<file path="config.mk">
export PLATFORM = sky130hd
export DESIGN_NAME = ct_loader
export DESIGN_NICKNAME = d
export VERILOG_FILES = /design/src/rtl/ct_loader.sv
export SDC_FILE = /design/constraint.sdc
export NUM_CORES = 1
export LEC_CHECK = 0
export CAP_MARGIN = 5
export CORE_MARGIN = 4
export CORE_UTILIZATION = 35
export DETAILED_ROUTE_END_ITERATION = 10
export PLACE_DENSITY = 0.68
export SLEW_MARGIN = 10
export SYNTH_ARGS = -nofsm -noshare
export SYNTH_HDL_FRONTEND = slang
export SYNTH_SLANG_ARGS = --single-unit
</file>
<file path="constraint.sdc">
create_clock -name clk -period 5.1 [get_ports clk]
set_input_delay 1.53 -clock clk [delete_from_list [all_inputs] [get_ports clk]]
set_output_delay 1.53 -clock clk [all_outputs]
set_load 0.02 [all_outputs]
</file>
<file path="src/rtl/ct_loader.sv">
// Ciphertext loader for the ARC4 cracker: writes a length-prefixed byte stream
// into ct memory, starts crack, and holds its result until the host acknowledges.
module ct_loader (
    input  logic        clk,
    input  logic        rst,
    input  logic        in_valid,
    input  logic [7:0]  in_data,
    output logic        in_ready,
    output logic        ct_sel,
    output logic [7:0]  ct_addr,
    output logic [7:0]  ct_wrdata,
    output logic        ct_wren,
    output logic        crack_en,
    input  logic        crack_rdy,
    input  logic [23:0] crack_key,
    input  logic        crack_key_valid,
    output logic        busy,
    output logic        res_valid,
    output logic [23:0] res_key,
    output logic        res_found,
    input  logic        res_ack
);

    typedef enum logic [2:0] {
        LEN, DATA, START, WAIT_BUSY, WAIT_DONE, REPORT
    } state_t;

    state_t     state;
    logic [7:0] len;
    logic [7:0] cnt;
    logic       load_phase;
    logic       accept;

    // Handshake: a byte transfers on every rising edge where in_valid and
    // in_ready are both high; in_ready never depends on in_valid.
    assign load_phase = (state == LEN) || (state == DATA);
    assign in_ready   = load_phase && !rst;
    assign accept     = in_valid && in_ready;

    assign ct_sel    = load_phase;
    assign ct_wren   = accept;
    assign ct_addr   = (state == LEN) ? 8'd0 : cnt;
    assign ct_wrdata = accept ? in_data : 8'd0;
    assign crack_en  = (state == START) && crack_rdy;
    assign busy      = (state != LEN);

    always_ff @(posedge clk or posedge rst) begin
        if (rst) begin
            state     <= LEN;
            len       <= 8'd0;
            cnt       <= 8'd0;
            res_valid <= 1'b0;
            res_key   <= 24'd0;
            res_found <= 1'b0;
        end else begin
            case (state)
                LEN: begin
                    if (accept) begin
                        len   <= in_data;
                        cnt   <= 8'd1;
                        state <= (in_data == 8'd0) ? START : DATA;
                    end
                end
                DATA: begin
                    // Compare before increment so a 255-byte message ends at 255.
                    if (accept) begin
                        if (cnt == len) state <= START;
                        else            cnt   <= cnt + 8'd1;
                    end
                end
                START: begin
                    if (crack_rdy) state <= WAIT_BUSY;
                end
                WAIT_BUSY: begin
                    if (!crack_rdy) state <= WAIT_DONE;
                end
                WAIT_DONE: begin
                    if (crack_rdy) begin
                        res_key   <= crack_key;
                        res_found <= crack_key_valid;
                        res_valid <= 1'b1;
                        state     <= REPORT;
                    end
                end
                REPORT: begin
                    if (res_ack) begin
                        res_valid <= 1'b0;
                        state     <= LEN;
                    end
                end
                default: state <= LEN;
            endcase
        end
    end

endmodule

</file>
==> results of run 1 <==
-- per-layer routing --
layer  track usage, %  vias to the layer above  routed length (um)
met1             20.9                      888                2510
met4             6.18                        0                  97
met2             24.3                       52                2780
met5                0                        -                   0
met3             2.51                        7                 273
li1                 -                      884                   -
-- stage by stage --
stage / utilization, % / instance area (um2) / setup WS [ps] / power [mW] / hold slack, ps
final: 54.2 / 3300 / 465 / 1.95 / 510
after global routing: 54.2 / 3300 / 372 / 2.08 / 528
after CTS: 54.2 / 3300 / 442 / 1.98 / 516
after detailed placement: 52.0 / 3170 / 452 / 1.65 / 494
after global placement: 52.0 / 3170 / 467 / 1.62 / 488
after floorplan: - / 2250 / 149 / 1.22 / 502
-- report_power, final --
group	switching (mW)	internal [mW]	total [mW]
sequential	0.150	0.511	0.661
clock	0.125	0.195	0.320
combinational	0.458	0.510	0.968
total	0.733	1.22	1.95
-- critical path, delay by kind of cell --
family	cells	cell delay, ps
buffers and inverters	3	1320
and+or+nand+nor	2	250
-- area by class of cell --
type | count | area (um2) | share of cell area, %
timing repair buffer | 88 | 871 | 26.4
sequential | 45 | 1130 | 34.1
inverter | 8 | 32.5 | 0.984
clock buffer | 5 | 68.8 | 2.08
tap | 75 | 93.8 | 2.84
multi-input combinational | 138 | 1050 | 31.7
clock inverter | 3 | 65.1 | 1.97
-- cell usage in the layout, fill, tap and decap left out, drive strengths merged, types with 7 or more instances in the layout --
| master | Yosys | routed |
|---|---|---|
| mux2 | 33 | 33 |
| dfrtp | 45 | 45 |
| nor2b | 7 | 7 |
| xnor2 | 8 | 8 |
| nand2 | 12 | 12 |
| o21ai | 8 | 8 |
| clkdlybuf4s50 | 0 | 84 |
| nor2 | 11 | 11 |
| nand3 | 8 | 8 |
| inv | 8 | 8 |
| and2 | 9 | 9 |
-- state kept, by name, summed over array words and instances (netlist names) --
signal     cells
res_key       24
cnt            8
len            8
state          3
res_found      1
res_valid      1
-- cells in the mapped netlist, types with 2 or more instances --
master                      n
sky130_fd_sc_hd__and2_1     9
sky130_fd_sc_hd__buf_2      5
sky130_fd_sc_hd__nor2b_1    7
sky130_fd_sc_hd__o21ai_0    7
sky130_fd_sc_hd__inv_1      6
sky130_fd_sc_hd__a31oi_1    2
sky130_fd_sc_hd__dfrtp_1   45
sky130_fd_sc_hd__nand2b_1   2
sky130_fd_sc_hd__nor2_1    10
sky130_fd_sc_hd__or4_1      2
sky130_fd_sc_hd__xnor2_1    8
sky130_fd_sc_hd__clkbuf_1   3
sky130_fd_sc_hd__nand4_1    3
sky130_fd_sc_hd__and3_1     2
sky130_fd_sc_hd__nand2_1   12
sky130_fd_sc_hd__mux2i_1    3
sky130_fd_sc_hd__a21oi_1    2
sky130_fd_sc_hd__o211ai_1   4
sky130_fd_sc_hd__mux2_2    33
sky130_fd_sc_hd__nor4_1     2
sky130_fd_sc_hd__or3_1      3
sky130_fd_sc_hd__nand3_1    7
sky130_fd_sc_hd__o221ai_1   2
-- worst max path at each step --
stage	startpoint	endpoint	slack (ps)
floorplan	rst	ct_wrdata[0]	150
global placement	in_valid	ct_wrdata[5]	470
detailed placement	in_valid	ct_wrdata[1]	450
CTS	in_valid	ct_wrdata[5]	440
global route	in_valid	ct_wrdata[5]	370
finish	in_valid	ct_wrdata[5]	470
-- cells by family (layout without fill, tap and decap cells) --
logic type / count (synthesis) / in the layout / share of synthesized area [%]
AO/OA/AOI/OAI: 28 / 28 / 8.77
XOR/XNOR: 9 / 9 / 3.50
adder cells (fa/ha/maj): 1 / 1 / 0.555
buffers and inverters: 17 / 104 / 3.55
flip-flops: 45 / 45 / 50.0
multiplexers: 36 / 36 / 17.8
AND/OR/NAND/NOR: 64 / 64 / 15.8
==> results.toml, run 1 <==
[status]
status = "completed"

[cells_and_area]
ratio_of_cells_with_drive_above_1_in_the_final_layout_pct = 18.1
finalNonFillerCells = 362
num-fill-cells = 564
layout_net_count = 325
n_antenna_cell = 0
synthToLayoutAreaGrowth_pct = 46.6

[power_and_ir_drop]
powerDensity_nw_per_um2 = 590
max-vdd-ir-drop_uv = 279
p_leak_nw = 1.37

[clock_tree]
cts.sink_count = 45
tritoncts_clock_tree = "done"
cts-buffers-inserted = 5
insertion_delay_ps = 300
clock_root_buffer = "sky130_fd_sc_hd__clkbuf_8"
postCtsSetupRepairBufs = 0
htree_levels = 2
post_cts.resized_instances = 0
cts-hold-fix-buffers = 0
clk_pin_slew_ps = 80
cts_buffer_depth = 2

[drt]
drtPass1Iterations = 4
wl_per_cell_um = 15.6
drt_via_density = 5.06
routed_wl_um = 5660
first_iter_violations = 130
remaining_drc_errors = 0
ant_nets = 0
num_vias = 1831

[worst_setup_path]
critPathCaptureType = "output port"
regToRegStartpoint = "state[0]"
crit_path_top_delay_cell = "sky130_fd_sc_hd__clkdlybuf4s50_1"
crit_path_frequent_cell = "sky130_fd_sc_hd__clkdlybuf4s50_1"
reg2reg_setup_slack_ps = 2970
r2r_end = "state[2]"
criticalPathCategory = "input pin to output port"
crit_path_max_incr_delay_ps = 600
cp_cell_sequence = "clkdlybuf4s50_1, nand3_4, inv_2, and2_1, clkdlybuf4s50_1"
timing.critical_path.arrival_ps = 3100
timing.critical_path.fanout_max = 12
timing.critical_path.required_ps = 3570
start_kind = "input pin"
reg2reg_depth = 5

[timing]
setup_violations = 0
clock.fmax_mhz = 216
layout_min_cycle_time_ps = 4630
timing_max_transition_violations_final = 0
fin_crit_sh_pct = 90.9
hold_fails_final_rpt = 0
max-slew-margin-rel_pct = 53.8
grt_setup_unrepaired = "false"
setup_tns_ps = 0
worst_margin_slew_ps = 693
final.setup_skew_ps = 6.70

[synthesis]
synth.top_cell.area_share_pct = 50.0
synthDominantAreaCellType = "sky130_fd_sc_hd__dfrtp_1"
yosysWarningCount = 0
mappedNetlistArea_um2 = 2250
ys_dominant_reg_cell = "sky130_fd_sc_hd__dfrtp_1"
postSynthCellCount = 200
synthArstFlopShare_pct = 100
yosys-top-cells-area = "sky130_fd_sc_hd__dfrtp_1 (50%), sky130_fd_sc_hd__mux2_2 (16%), sky130_fd_sc_hd__xnor2_1 (3.1%)"
synth.net_count = 239
seq_cells_post_synth = 45
yosysUniqueCellTypes = 44
synth-seq-area-share_pct = 50.0
synth_enable_flop_cells = 0
syn-mean-instance-area_um2 = 11.3

[placement]
place_hpwl_um = 4230
io_buffers = 84
gp_congestion = 0.876
placed_cells_incl_taps = 354

[hold_path]
holdPathEnd = "res_key[13]"
timing.hold.worst_path_depth = 1
min_from = "res_key[13]"
hold_crit_class = "flop to flop"

[die]
die_height_um = 88.2
floorplan.initialDensity_pct = 37.0
placeableCoreArea_um2 = 6100
die_width_um = 88.2
floorplan.die_area_um2 = 7790
io_pins = 85
num_rows = 28

[job]
maxCapViolations = 0

[grt]
grt_first_pass_wirelength_um = 9200
first_global_vias = 1891
grt_max_degree = 47
globalRoute.totalOverflow = 0
initial_antenna_violation_count = 0
track_usage_pct = 15.3
(Power assumes the default switching activity.)
==> run 2, diff against run 1 <==
--- a/config.mk
+++ b/config.mk
@@ -5,7 +5,7 @@
 export SDC_FILE = /design/constraint.sdc
 export NUM_CORES = 1
 export LEC_CHECK = 0
-export CAP_MARGIN = 5
+export CAP_MARGIN = 20
 export CORE_MARGIN = 4
 export CORE_UTILIZATION = 35
 export DETAILED_ROUTE_END_ITERATION = 10
==> constraint.sdc (replaced) <==
create_clock -name clk -period 5.1 [get_ports clk]
set_input_delay 0.51 -clock clk [delete_from_list [all_inputs] [get_ports clk]]
set_output_delay 0.51 -clock clk [all_outputs]
set_load 0.02 [all_outputs]
==> run 2 against run 1 <==
Routed wire length fell by 2.0%. Total power fell by 2.5%. Core utilization shrank 0.21 points. Largest power group unchanged.
==> results.toml, run 2 (same netlist as run 1, synthesis figures left out) <==
[status]
status = "completed"

[power_and_ir_drop]
powerDensity_nw_per_um2 = 577
p_leak_nw = 1.36
max-vdd-ir-drop_uv = 263

[cells_and_area]
largest_register_ff_count = 24
largest_registers = "res_key (24), cnt (8), len (8)"
layout_commonest_cell = "sky130_fd_sc_hd__clkdlybuf4s50_1"
top_library_cells_by_usage_in_the_layout_fill_and_taps_aside = "sky130_fd_sc_hd__clkdlybuf4s50_1 (84), sky130_fd_sc_hd__dfrtp_1 (45), sky130_fd_sc_hd__mux2_2 (33), sky130_fd_sc_hd__nand2_1 (12), sky130_fd_sc_hd__nor2_1 (10)"
layout.core_utilization_pct = 54.0
synthToLayoutAreaGrowth_pct = 46.1
max_flop_register = "res_key"
finalInstanceArea_um2 = 3290
layout_net_count = 323
n_antenna_cell = 0
ratio_of_cells_with_drive_above_1_in_the_final_layout_pct = 17.2
finalNonFillerCells = 360

[drt]
remaining_drc_errors = 0
ant_nets = 0
drtPass1Iterations = 4
wl_per_cell_um = 15.4
routed_wl_um = 5540
num_vias = 1803
first_iter_violations = 93
drt_via_density = 5.01

[timing]
setup_tns_ps = 0
worst_margin_slew_ps = 976
max-slew-margin-rel_pct = 34.4
minimum_hold_slack_ps = 510
grt_setup_unrepaired = "false"
timing_max_transition_violations_final = 0
setup_violations = 0
layout_min_cycle_time_ps = 3000
final.setup_skew_ps = 10.5
fin_crit_sh_pct = 58.8
clock.fmax_mhz = 333
hold_fails_final_rpt = 0

[grt]
globalRoute.totalOverflow = 0
grt_max_degree = 47
grt_first_pass_wirelength_um = 8760
first_global_vias = 1638
initial_antenna_violation_count = 0
track_usage_pct = 14.3

[placement]
placed_cells_incl_taps = 351
gp_congestion = 0.843
io_buffers = 84
place_hpwl_um = 4160
post_dp_cell_area_um2 = 3150

[die]
die_height_um = 88.2
io_pins = 85
floorplan.initialDensity_pct = 37.0
die_width_um = 88.2
placeableCoreArea_um2 = 6100
num_rows = 28
floorplan.die_area_um2 = 7790

[clock_tree]
postCtsSetupRepairBufs = 0
cts-hold-fix-buffers = 0
cts_buffer_depth = 2
insertion_delay_ps = 290
clk_pin_slew_ps = 80
cts-buffers-inserted = 5
tritoncts_clock_tree = "done"
clock_root_buffer = "sky130_fd_sc_hd__clkbuf_8"
post_cts.resized_instances = 0
cts.sink_count = 45
htree_levels = 2

[worst_setup_path]
criticalPathCategory = "flop to output port"
critPathCaptureType = "output port"
timing.critical_path.fanout_max = 20
timing.critical_path.required_ps = 4590
timing.critical_path.arrival_ps = 2490
start_kind = "flop"
reg2reg_setup_slack_ps = 2990

[job]
maxCapViolations = 0

[hold_path]
hold_crit_class = "flop to flop"
## run 2: layout make-up
cell class / count / area, um2
tap: 75 / 93.8
fill: 551 / 2800
multi-input combinational: 138 / 1050
inverter: 8 / 32.5
timing repair buffer: 86 / 876
sequential: 45 / 1130
clock buffer: 7 / 86.3
clock inverter: 1 / 30.0
## run 2: report_power, final
| group | internal (mW) | switching, mW |
|---|---|---|
| clock network | 0.160 | 0.119 |
| logic | 0.506 | 0.456 |
| registers | 0.511 | 0.148 |
| total | 1.18 | 0.723 |
## run 2: routing by layer
metal	part of all wire, %	global-route usage [%]	routed length, um	up-vias
met3	5.0	2.89	277	5
met1	45	21.2	2510	875
met5	0	0	0	-
met2	49	21.1	2690	40
met4	1.2	4.81	65	0
li1	-	-	-	883
## run 2: worst paths after layout
path                                   from     endpoint  cells past startpoint
worst min-delay path            res_key[15]  res_key[15]                      1
max in group asynchronous               rst  res_key[23]                      3
min in group asynchronous               rst   res_key[5]                      3
worst max-delay path               state[0]   ct_addr[7]                      3
worst max register to register     state[2]       cnt[5]                      7
worst min register to register  res_key[15]  res_key[15]                      1
## run 2: worst max-delay path, cell delays in order, from the launching register on
cell	delay, ps
sky130_fd_sc_hd__dfrtp_1	630
sky130_fd_sc_hd__nor3_1	890
sky130_fd_sc_hd__nor2b_1	100
sky130_fd_sc_hd__clkdlybuf4s50_1	570
## run 2: through the flow
stage,power (mW),setup slack (ps)
global route,2.03,1890
finish,1.90,2100
global placement,1.62,2380
detailed placement,1.64,2360
floorplan,1.22,2190
CTS,1.92,2050
